### config.mk
export PLATFORM = sky130hd
export DESIGN_NAME = btn_debounce_step
export DESIGN_NICKNAME = d
export VERILOG_FILES = /design/src/rtl/btn_debounce_step.sv
export SDC_FILE = /design/constraint.sdc
export NUM_CORES = 1
export LEC_CHECK = 0
export BUFFER_PORTS_ARGS = -buffer_cell sky130_fd_sc_hd__buf_2
export CORE_AREA = 2 2 39 41
export CTS_CLUSTER_DIAMETER = 100
export CTS_CLUSTER_SIZE = 10
export DETAILED_ROUTE_END_ITERATION = 8
export DIE_AREA = 0 0 41 43
export HOLD_SLACK_MARGIN = 0.08
export PLACE_DENSITY_LB_ADDON = 0.05
export SYNTH_ARGS = -nofsm -noshare
export SYNTH_HDL_FRONTEND = slang
export SYNTH_SLANG_ARGS = --single-unit
### constraint.sdc
create_clock -name clk -period 2.6 [get_ports clk]
set_input_delay 0.13 -clock clk [delete_from_list [all_inputs] [get_ports clk]]
set_output_delay 0.13 -clock clk [all_outputs]
set_load 0.03 [all_outputs]
### src/rtl/btn_debounce_step.sv
// Pushbutton conditioner: two-flop synchroniser, debounce FSM,
// press/auto-repeat step pulses and a release pulse.
module btn_debounce_step #(
  parameter int unsigned DEBOUNCE_CYCLES = 4,
  parameter int unsigned REPEAT_CYCLES   = 0,
  parameter int unsigned CNT_W           = 8
) (
  input  logic clk,
  input  logic rst,
  input  logic btn_in,
  output logic btn_level,
  output logic step,
  output logic release_pulse
);

  typedef enum logic [1:0] {
    IDLE,
    PRESS_WAIT,
    PRESSED,
    RELEASE_WAIT
  } state_t;

  localparam logic [CNT_W-1:0] DC_LAST =
    CNT_W'(DEBOUNCE_CYCLES - 1);
  localparam logic [CNT_W-1:0] RC_LAST =
    CNT_W'((REPEAT_CYCLES == 0) ? 0 : REPEAT_CYCLES - 1);
  localparam logic [CNT_W-1:0] ONE = CNT_W'(1);
  localparam bit REP_EN = (REPEAT_CYCLES != 0);

  logic             r_s1;
  logic             r_s2;
  state_t           r_state;
  logic [CNT_W-1:0] r_dcnt;
  logic [CNT_W-1:0] r_rcnt;
  logic             r_level;
  logic             r_step;
  logic             r_rel;

  state_t           w_state;
  logic [CNT_W-1:0] w_dcnt;
  logic [CNT_W-1:0] w_rcnt;
  logic             w_level;
  logic             w_step;
  logic             w_rel;
  logic             w_sync;

  assign w_sync        = r_s2;
  assign btn_level     = r_level;
  assign step          = r_step;
  assign release_pulse = r_rel;

  always_ff @(posedge clk) begin
    if (rst) begin
      r_s1    <= 1'b0;
      r_s2    <= 1'b0;
      r_state <= IDLE;
      r_dcnt  <= '0;
      r_rcnt  <= '0;
      r_level <= 1'b0;
      r_step  <= 1'b0;
      r_rel   <= 1'b0;
    end else begin
      r_s1    <= btn_in;
      r_s2    <= r_s1;
      r_state <= w_state;
      r_dcnt  <= w_dcnt;
      r_rcnt  <= w_rcnt;
      r_level <= w_level;
      r_step  <= w_step;
      r_rel   <= w_rel;
    end
  end

  // Pulses default low so each one lasts exactly one cycle.
  always_comb begin
    w_state = r_state;
    w_dcnt  = r_dcnt;
    w_rcnt  = r_rcnt;
    w_level = r_level;
    w_step  = 1'b0;
    w_rel   = 1'b0;
    unique case (r_state)
      IDLE: begin
        w_level = 1'b0;
        if (w_sync) begin
          w_state = PRESS_WAIT;
          w_dcnt  = '0;
        end
      end
      PRESS_WAIT: begin
        if (!w_sync) begin
          w_state = IDLE;
        end else if (r_dcnt == DC_LAST) begin
          w_state = PRESSED;
          w_level = 1'b1;
          w_step  = 1'b1;
          w_rcnt  = '0;
        end else begin
          w_dcnt = r_dcnt + ONE;
        end
      end
      PRESSED: begin
        if (!w_sync) begin
          w_state = RELEASE_WAIT;
          w_dcnt  = '0;
        end else if (REP_EN) begin
          if (r_rcnt == RC_LAST) begin
            w_step = 1'b1;
            w_rcnt = '0;
          end else begin
            w_rcnt = r_rcnt + ONE;
          end
        end
      end
      RELEASE_WAIT: begin
        if (w_sync) begin
          w_state = PRESSED;
          w_rcnt  = '0;
        end else if (r_dcnt == DC_LAST) begin
          w_state = IDLE;
          w_level = 1'b0;
          w_rel   = 1'b1;
        end else begin
          w_dcnt = r_dcnt + ONE;
        end
      end
    endcase
  end

endmodule

* Yosys cells after proc, flatten, opt, wreduce, memory -nomap -nowiden
Cells that the tools add are included.
Word-level totals: register bits 15, output and inout bits 3, logic and storage cells 49
Cells by class: add/subtract/negate cells 1, eq/ne operators 12, multiplexer cells 19, bitwise gates (word level) 3, reductions and logical operators 7
Operators with widths (number):
- two-way mux 8 bit | 5
- one-hot mux 8 bit (4 select lines) | 1
- two-way mux 2 bit | 6
- != test 2 bit, second input constant | 6
- adder 8 x 1 -> 8 bit, second input constant | 1
- equality test 8 x 2 -> 1 bit, second input constant | 1
- one-hot mux 2 bit (4 select lines) | 1
- AND reduction 4 bit | 2
- != test 3 bit, second input constant | 2
- OR reduction 3 bit | 2
- two-way mux 1 bit | 5
- AND reduction 5 bit | 1
- equality test 2 bit, second input constant | 2
- inverter 1 bit | 3
- one-hot mux 1 bit (3 select lines) | 1
- nonzero test 3 bit | 1
- equality test 2 x 1 -> 1 bit, second input constant | 1
- zero test 2 bit | 1

* Longest topological paths before layout
Gate-level depths: netlist (run 1).
word-level depth 4, gate-level depth with buffers 5, gate-level depth less buffers 5

* Worst setup path after synthesis (run 1)
Ideal clock, no wire load.
kind register to register, start point reg r_dcnt[0], end point reg r_dcnt[0], setup time 0.070 ns, data arrival time 1.292 ns, slack 1.238 ns, stages on the path, launching flop included 6, path through dfxtp_1 -> ha_1 -> nor4b_2 -> a21oi_1 -> nand2b_1 -> a21oi_1
On the way: longest elaborated chain between the ends 4
Ends and longest elaborated chain:
- start, declared | RTL line 33 | logic [CNT_W-1:0] r_dcnt;
- start signal, assigned | RTL line 66 | r_dcnt <= w_dcnt;
- adder 8 x 1 -> 8 bit or equality test 8 x 2 -> 1 bit (tied branches)
- two-way mux 8 bit (*) | RTL line 93, 119
- two-way mux 8 bit, on equally long branches | RTL line 116, 91
- one-hot mux 8 bit (4 select lines) (*) | RTL line 82 | unique case (r_state)
Mark *: on every way between the ends. The rest lies on a longest branch, timed or not. The select of a mux whose other input is x is not followed. A chain may end at the register's enable or synchronous reset.

* Worst setup path in the final report (run 1)
Ends and elaborated chain as after synthesis.

==> results_dict.tcl, run 1 <==
set metrics [dict create \
    critical_path.slowest_cell "nor4b_2" \
    syn_area_sq_um 638 \
    die_width_um 41 \
    synth_ff_type "dfxtp_1" \
    run_status "completed" \
    worst-path-buf-inv 0 \
    postCtsSetupBuffers 0 \
    antenna_cells 0 \
    max_slew_margin_pct 69.0 \
    fillers 145 \
    gp_congestion 0.713 \
    drive_gt1_share_pct 17.8 \
    dp_cells 84 \
    arrival_ns 1.77 \
    r2r.worst_path.cells 5 \
    std_cell_rows 14 \
    fin_skew_ns 0.00369 \
    yosysSeqAreaShare_pct 47.1 \
    grt_pass1_wl_um 1750 \
    post-place-ws_ns 1.06 \
    powerDensity_nw_per_um2 529 \
    setup_slack_ns 1.05 \
    crit_family "simple AND/OR/NAND/NOR gates" \
    initial_core_util_pct 46.1 \
    area.growth.synth_to_final_pct 12.4 \
    setup_viol 0 \
    dieArea_sq_um 1760 \
    crit_type "flip-flop to flip-flop" \
    cts_buffer_depth 2 \
    vias 468 \
    critPathRequiredTime_ns 2.82 \
    wl_per_cell_um 12.1 \
    period_share_pct 59.7 \
    ir_drop_uv 311 \
    synth_cell_types 25 \
    grt-ovfl-total 0 \
    grt_pass1_vias 422 \
    drc 0 \
    design_area_sq_um 717 \
    rsz0062_at_grt "false" \
    end_kind "flip-flop" \
    synth_area_leaders "dfxtp_1 (47%), xnor2_1 (6.9%), a21oi_1 (4.7%)" \
    synth-edff-count 0 \
    route.met3.wl_um 26 \
    synth_top_area_cell "dfxtp_1" \
    wl_met1_um 497 \
    top_level_ports 6 \
    worst-r2r-setup-slack_ns 1.05 \
    hold_class "input pin to flip-flop" \
    core_sq_um 1380 \
    cts_made_buffers 3 \
    place_area_sq_um 679 \
    clkTransAtPathRegs_ns 0.09 \
    fin_util_pct 51.8 \
    h-tree-depth 1 \
    regArea_sq_um 300 \
    synth_seq_cells 15 \
    worst_path_most_repeated_cell "a21oi_1" \
    setup_tns_ns 0 \
    port_buffers 5 \
    grt_usage_pct 15.8 \
    max_cap_viol_count 0 \
    critPathCapture "r_dcnt[0]" \
    die_h_um 43 \
    root_buffer "clkbuf_4" \
    cpPeakStageDelay_ns 0.39 \
    p_leak_nw 0.248 \
    yosysTopAreaCellShare_pct 47.1 \
    synthCells 64 \
    worstPathMaxFanout 5 \
    critical_path_depth 5 \
    topRoutingLayerUsed "met4" \
    cts_resized 0 \
    multiInputGateArea_sq_um 330 \
    r2r_end "r_dcnt[0]" \
    fin_crit_ns 1.55 \
    firstDrtPassIters 2 \
    startpoint_type "flip-flop" \
    drt_iter0_markers 5 \
    timing.fmax_mhz 644 \
    antenna_found_initial 0 \
    worst_pin_slew_ns 0.463 \
    dp.final_hpwl_um 784 \
    crit_start "r_dcnt[0]" \
    grt_max_degree 11 \
    cts_tree "built" \
    hold_start "rst" \
    slew_viol_final 0 \
    final_net_count 78 \
    rr_startpoint "r_dcnt[0]" \
    clock-sinks 15 \
    synth_area_per_cell_sq_um 9.97 \
    synth_async_sr_flop_share_pct 0 \
    worstPathCellList "ha_1 -> nor4b_2 -> a21oi_1 -> nand2b_1 -> a21oi_1" \
    synth_nets 68 \
    final_cells 89 \
    whs_path_depth 2 \
    via_per_inst 5.26 \
    ant_nets 0 \
    wl_met2_um 513 \
    clk_latency_ns 0.28 \
    finalHoldViolations 0 \
    ys_warn_count 0 \
    totalWireLength_um 1080 \
]
-- what timing repair did --
action,CTS,global route
setup endpoints to repair,0,0
hold buffers,1,0
endpoints found under the hold margin,1,0
-- where the power goes --
group | leakage (nW) | total (mW) | internal [mW] | switching, mW
logic | 0.109 | 0.0128 | 0.00529 | 0.00748
clock network | 0.0177 | 0.133 | 0.0572 | 0.0756
registers | 0.121 | 0.233 | 0.231 | 0.00187
-- per-stage QoR --
step	total power, mW	hold WS [ns]
detailed placement	0.251	0.364
global route	0.398	0.140
global placement	0.251	0.367
finish	0.379	0.127
floorplan	0.247	0.258
CTS	0.388	0.119
-- flip-flops by register name, indices dropped and copies added (netlist names), named ones only --
register / cells
r_dcnt: 8
btn_level: 1
r_s1: 1
r_s2: 1
r_state: 1
release_pulse: 1
step: 1
-- area by class of cell --
class / count / share of cell area, %
multi-input cells: 47 / 46.1
flip-flops and latches: 15 / 41.9
repair buffers: 6 / 4.89
clock buffers: 3 / 3.14
well taps: 16 / 2.79
clock inverters: 1 / 0.698
inverters: 1 / 0.524
-- how the worst min path moves through the flow --
| stage | slack (ns) | endpoint |
|---|---|---|
| 2_1_floorplan | 0.26 | r_s1 |
| 3_3_place_gp | 0.37 | r_s1 |
| 3_5_place_dp | 0.36 | r_s1 |
| 4_1_cts | 0.12 | r_dcnt[1] |
| 5_1_grt | 0.14 | flip-flop |
| 6_report | 0.13 | flip-flop |
-- cells in the mapped netlist (2+ instances only) --
cell type,number
a21oi_1,6
dfxtp_1,15
nand2_1,4
nand2b_1,2
nand3_1,4
nor2_1,6
nor2b_1,3
nor3_1,2
nor4b_2,2
xnor2_1,5
-- metal layers --
| layer | track usage (%) | up-vias |
|---|---|---|
| li1 | - | 243 |
| met1 | 17.9 | 215 |
| met2 | 22.5 | 6 |
| met3 | 6.28 | 4 |
| met4 | 12.0 | 0 |
| met5 | 0 | - |
-- cells by family after synthesis --
logic type      synth area share, %
simple gates                   31.2
flops                          47.1
compound gates                 9.22
buf+inv                        1.18
fa+ha+maj                      1.96
xor+xnor                       9.41
-- cell usage in the layout (no fill, tap or decap), drive strengths merged --
cell         count
nand3b           1
nor2             6
clkbuf           3
nor2b            3
inv              1
nand3            4
o21bai           1
or3              1
dfxtp           15
a211oi           1
buf              5
xnor2            6
nand2b           2
nor3             2
o21ai            1
ha               1
nand4b           1
clkinv           1
or2b             1
dlygate4sd3      1
o221ai           1
a21oi            6
nand2            4
nor4b            4
nor3b            1
Power figures use the tool's default switching activity.
==> inputs of run 2 (changes only) <==
--- a/config.mk
+++ b/config.mk
@@ -5,12 +5,14 @@
 export SDC_FILE = /design/constraint.sdc
 export NUM_CORES = 1
 export LEC_CHECK = 0
+export ABC_AREA = 1
 export BUFFER_PORTS_ARGS = -buffer_cell sky130_fd_sc_hd__buf_2
-export CORE_AREA = 2 2 39 41
+export CORE_ASPECT_RATIO = 0.9
+export CORE_MARGIN = 2
+export CORE_UTILIZATION = 50
 export CTS_CLUSTER_DIAMETER = 100
 export CTS_CLUSTER_SIZE = 10
 export DETAILED_ROUTE_END_ITERATION = 8
-export DIE_AREA = 0 0 41 43
 export HOLD_SLACK_MARGIN = 0.08
 export PLACE_DENSITY_LB_ADDON = 0.05
 export SYNTH_ARGS = -nofsm -noshare
==> constraint.sdc (replaced) <==
create_clock -name clk -period 1.4 [get_ports clk]
set_input_delay 0.07 -clock clk [delete_from_list [all_inputs] [get_ports clk]]
set_output_delay 0.07 -clock clk [all_outputs]
set_load 0.03 [all_outputs]
==> results_dict.tcl, run 2 <==
set metrics [dict create \
    firstDrtPassIters 4 \
    run_status "completed" \
    p_switching_mw 0.172 \
    root_buffer "clkbuf_4" \
    die_h_um 40.7 \
    period_share_pct 91.9 \
    crit_type "flip-flop to flip-flop" \
    worstPathMaxFanout 5 \
    synth_area_per_cell_sq_um 6.57 \
    power_switching_share_pct 23.8 \
    p_leak_nw 0.412 \
    clock-sinks 15 \
    drive_gt1_share_pct 18.6 \
    startpoint_type "flip-flop" \
    cts_tree "built" \
    synth_top_area_cell "dfxtp_1" \
    area.growth.synth_to_final_pct 18.5 \
    design_area_sq_um 888 \
    layout_common_cells "nand2_1 (26), nor2_1 (21), inv_1 (18)" \
    fin_crit_ns 1.29 \
    initial_core_util_pct 52.4 \
    port_buffers 5 \
    dieArea_sq_um 1830 \
    totalWireLength_um 1500 \
    cts_buffer_depth 2 \
    synth_area_leaders "dfxtp_1 (40%), nand2_1 (14%), nor2_1 (11%)" \
    dp.final_hpwl_um 1120 \
    grt_pass1_vias 597 \
    ant_nets 0 \
    yosysSeqAreaShare_pct 40.1 \
    drc 0 \
    cts_made_buffers 3 \
    h-tree-depth 1 \
    antenna_found_initial 0 \
    ys_warn_count 0 \
    end_kind "flip-flop" \
    slew_viol_final 0 \
    max_slew_margin_pct 85.1 \
    synthCells 114 \
    std_cell_rows 13 \
    final_net_count 134 \
    synth_ff_type "dfxtp_1" \
    antenna_cells 0 \
    timing.fmax_mhz 778 \
    core_sq_um 1430 \
    via_per_inst 4.98 \
    syn_area_sq_um 749 \
    largest_register "r_dcnt" \
    setup_tns_ns 0 \
    largest_reg_flops 8 \
    grt_pass1_wl_um 2540 \
    fin_skew_ns 0.00115 \
    synth_seq_cells 15 \
    p_int_mw 0.552 \
    synth_commonest_cells "nand2_1 (27), nor2_1 (22), inv_1 (18)" \
    rsz0062_at_grt "false" \
    clk_latency_ns 0.29 \
    finalHoldViolations 0 \
    gp_congestion 0.836 \
    synth_async_sr_flop_share_pct 0 \
    seqPwrFrac_pct 59.7 \
    grt-ovfl-total 0 \
    layout_commonest_cell "nand2_1" \
    synth_cell_types 21 \
    critPathRequiredTime_ns 1.59 \
    hold_class "flip-flop to flip-flop" \
    worst-r2r-setup-slack_ns 0.11 \
    p_total_mw 0.725 \
    place_area_sq_um 822 \
    ir_drop_uv 585 \
    yosysTopAreaCellShare_pct 40.1 \
    synth-edff-count 0 \
    arrival_ns 1.48 \
    rr_startpoint "r_dcnt[1]" \
    powerDensity_nw_per_um2 816 \
    yosysMostFrequentCell "nand2_1" \
    max_cap_viol_count 0 \
    wl_per_cell_um 10.4 \
    grt_max_degree 12 \
    die_width_um 44.8 \
    drt_iter0_markers 15 \
    grt_usage_pct 19.8 \
    setup_viol 0 \
    vias 717 \
    top_level_ports 6 \
    worst_pin_slew_ns 0.224 \
    pwr-share-clk_pct 34.9 \
    p_comb_share_pct 5.4 \
    hold_start "r_s1" \
    synth_nets 118 \
    crit_start "r_dcnt[1]" \
    clkTransAtPathRegs_ns 0.09 \
]
## run 2: power by group through the flow
stage	Clock, mW	Sequential, mW	Combinational (mW)
after floorplan	0	0.442	0.0247
after global placement	0	0.442	0.0329
after detailed placement	0	0.442	0.0328
after CTS	0.260	0.432	0.0391
after global routing	0.288	0.433	0.0436
final	0.253	0.432	0.0395
## run 2: metrics by stage
stage | worst slack [ns] | cells | utilization, % | hold WS [ns]
after CTS | 0.0805 | 144 | 61.5 | 0.413
after global placement | 0.153 | 137 | 57.4 | 0.276
after detailed placement | 0.108 | 137 | 57.4 | 0.281
final | 0.114 | 144 | 62.1 | 0.412
after floorplan | 0.159 | 114 | - | 0.177
after global routing | 0.0107 | 144 | 62.1 | 0.445
## run 2: cell type report
class | instances | area [sq um]
Clock buffer | 3 | 22.5
Sequential cell | 15 | 302
Tap cell | 15 | 18.8
Timing Repair Buffer | 14 | 100
Clock inverter | 1 | 5.00
Fill cell | 146 | 543
Multi-Input combinational cell | 77 | 367
Inverter | 19 | 73.8
## run 2: cell families after synthesis
| logic type | Yosys count | share of synthesized area (%) |
|---|---|---|
| compound gates | 9 | 7.35 |
| xor+xnor | 1 | 1.17 |
| fa+ha+maj | 1 | 1.67 |
| buf+inv | 22 | 12.0 |
| flops | 15 | 40.1 |
| simple gates | 66 | 37.7 |
## run 2: what timing repair did
action                                  4_1_cts  5_1_grt
endpoints found under the setup margin        0        4
hold endpoints to repair                      8        0
setup buffers                                 0        0
hold buffers                                  3        0
resized for setup                             0        4
## run 2: layer usage
| layer | track usage [%] | share of wire [%] | up-vias | wire [um] |
|---|---|---|---|---|
| li1 | - | - | 382 | - |
| met1 | 25.0 | 50 | 322 | 754 |
| met2 | 32.2 | 44 | 9 | 665 |
| met3 | 6.61 | 3.8 | 4 | 57 |
| met4 | 6.62 | 1.3 | 0 | 19 |
| met5 | 0 | 0 | - | 0 |
## run 2: critical path, stage by stage (launching register included)
cell	delay, ns
dfxtp_1	0.34
ha_2	0.20
nand2_1	0.06
nor2_1	0.12
nand2_2	0.09
buf_4	0.16
nand3_1	0.07
nand2_1	0.06
nand2_1	0.05
nor2_1	0.03
## run 2: path summary, 6_finish.rpt
path               endpoint  cells past startpoint
hold / removal         r_s2                      2
setup reg to reg  r_dcnt[6]                      9
hold reg to reg        r_s2                      2
setup / recovery  r_dcnt[6]                      9
==> inputs of run 3 (changes only) <==
--- a/config.mk
+++ b/config.mk
@@ -7,9 +7,8 @@
 export LEC_CHECK = 0
 export ABC_AREA = 1
 export BUFFER_PORTS_ARGS = -buffer_cell sky130_fd_sc_hd__buf_2
-export CORE_ASPECT_RATIO = 0.9
 export CORE_MARGIN = 2
-export CORE_UTILIZATION = 50
+export CORE_UTILIZATION = 55
 export CTS_CLUSTER_DIAMETER = 100
 export CTS_CLUSTER_SIZE = 10
 export DETAILED_ROUTE_END_ITERATION = 8
==> constraint.sdc (replaced) <==
create_clock -name clk -period 1.41 [get_ports clk]
set_input_delay 0.0705 -clock clk [delete_from_list [all_inputs] [get_ports clk]]
set_output_delay 0.0705 -clock clk [all_outputs]
set_load 0.03 [all_outputs]
==> results_dict.tcl, run 3 (synthesis gave the netlist of run 2 again) <==
set metrics [dict create \
    run_status "completed" \
    slew_viol_final 0 \
    p_int_mw 0.550 \
    grt_pass1_wl_um 2610 \
    largest_reg_flops 8 \
    std_cell_rows 13 \
    dp.final_hpwl_um 1180 \
    cpPeakStageDelay_ns 0.35 \
    worst_pin_slew_ns 0.240 \
    worst-r2r-setup-slack_ns 0.10 \
    largest_register "r_dcnt" \
    cts_made_buffers 3 \
    grt_usage_pct 25.0 \
    powerDensity_nw_per_um2 805 \
    clkTransAtPathRegs_ns 0.10 \
    antenna_found_initial 0 \
    drive_gt1_share_pct 19.8 \
    grt-ovfl-total 0 \
    end_kind "flip-flop" \
    fin_crit_ns 1.31 \
    h-tree-depth 1 \
    grt_pass1_vias 601 \
    topRoutingLayerUsed "met4" \
    period_share_pct 92.6 \
    wl_per_cell_um 11.3 \
    max_cap_viol_count 0 \
    wl_met2_um 760 \
    rsz0062_at_grt "false" \
    ir_drop_uv 689 \
    finalHoldViolations 0 \
    drt_iter0_markers 27 \
    die_h_um 40.9 \
    worstPathMaxFanout 3 \
    pwr-share-clk_pct 35.5 \
    initial_core_util_pct 58.3 \
    crit_type "flip-flop to flip-flop" \
    dieArea_sq_um 1670 \
    clk_latency_ns 0.30 \
    gp_congestion 0.848 \
    critical_path.slowest_cell "dfxtp_2" \
    design_area_sq_um 907 \
    timing.fmax_mhz 766 \
    fin_util_pct 70.6 \
    grt_max_degree 12 \
    route.met3.wl_um 38 \
    vias 733 \
    hold_class "flip-flop to flip-flop" \
    root_buffer "clkbuf_4" \
    startpoint_type "flip-flop" \
    layout_common_cells "nand2_1 (27), nor2_1 (21), inv_1 (18)" \
    p_switching_mw 0.180 \
    top_level_ports 6 \
    clock-sinks 15 \
    antenna_cells 0 \
    final_net_count 136 \
    port_buffers 5 \
    max_slew_margin_pct 83.9 \
    cts_buffer_depth 2 \
    postCtsSetupBuffers 0 \
    layout_commonest_cell "nand2_1" \
    post-place-ws_ns 0.0147 \
    setup_slack_ns 0.104 \
    setup_viol 0 \
    power_switching_share_pct 24.7 \
    worst_path_most_repeated_cell "nand2_1" \
    via_per_inst 5.02 \
    die_width_um 40.9 \
    seqPwrFrac_pct 58.8 \
    cts_tree "built" \
    arrival_ns 1.55 \
    setup_tns_ns 0 \
    fin_skew_ns 0.00388 \
    totalWireLength_um 1650 \
    core_sq_um 1280 \
    place_area_sq_um 837 \
    worstPathCellList "ha_2 -> buf_4 -> nand2_1 -> inv_1 -> nand2_1 -> nor2_1 -> nand3_1 -> nand2_1 -> nand2_1 -> nor2_1" \
    p_leak_nw 0.423 \
    ant_nets 0 \
    p_comb_share_pct 5.7 \
    critPathRequiredTime_ns 1.65 \
    wl_met1_um 804 \
    drc 0 \
    area.growth.synth_to_final_pct 21.0 \
    firstDrtPassIters 4 \
]
[run 3: cell types whose count changed in the layout (fill, tap and decap cells not counted), sizes merged]
cell and delta:
buf +2
[run 3: worst max-delay path, delay by kind of cell, from the launching register on]
| family | cells | cell delay (ns) |
|---|---|---|
| flops | 1 | 0.35 |
| simple gates | 7 | 0.52 |
| fa+ha+maj | 1 | 0.19 |
| buf+inv | 2 | 0.19 |
[run 3: timing repair]
item | in CTS | in global routing
endpoints found under the setup margin | 1 | 9
resized for setup | 1 | 4
hold endpoints to repair | 8 | 0
hold buffers | 3 | 0
[run 3: power groups by stage]
stage	registers [mW]	logic (mW)	clock network (mW)
after floorplan	0.439	0.0245	0
after detailed placement	0.439	0.0343	0
after global routing	0.430	0.0455	0.272
after global placement	0.439	0.0338	0
final	0.429	0.0413	0.259
after CTS	0.429	0.0407	0.263
[run 3: routing by layer]
metal / GRT usage [%] / vias to the layer above
met4: 15.0 / 0
met2: 38.7 / 11
met1: 30.6 / 325
met3: 6.52 / 7
li1: - / 390
met5: 0 / -
[run 3: per-stage QoR]
step                      instances  total power, mW  hold WS [ns]
after floorplan                 114            0.463         0.177
after global placement          139            0.473         0.274
after detailed placement        139            0.473         0.291
after CTS                       146            0.733         0.426
after global routing            146            0.747         0.452
final                           146            0.730         0.424
[run 3: final cells by class]
type                            count  area, sq um
Clock buffer                        3         22.5
Clock inverter                      1         5.00
Fill cell                         110          378
Inverter                           19         73.8
Multi-Input combinational cell     77          369
Sequential cell                    15          303
Tap cell                           15         18.8
Timing Repair Buffer               16          115
[run 3: final timing paths]
kind                             endpoint  startpoint  cells after the start
worst max register to register  r_dcnt[6]   r_dcnt[0]                     10
worst max-delay path            r_dcnt[6]   r_dcnt[0]                     10
worst min register to register       r_s2        r_s1                      2
worst min-delay path                 r_s2        r_s1                      2
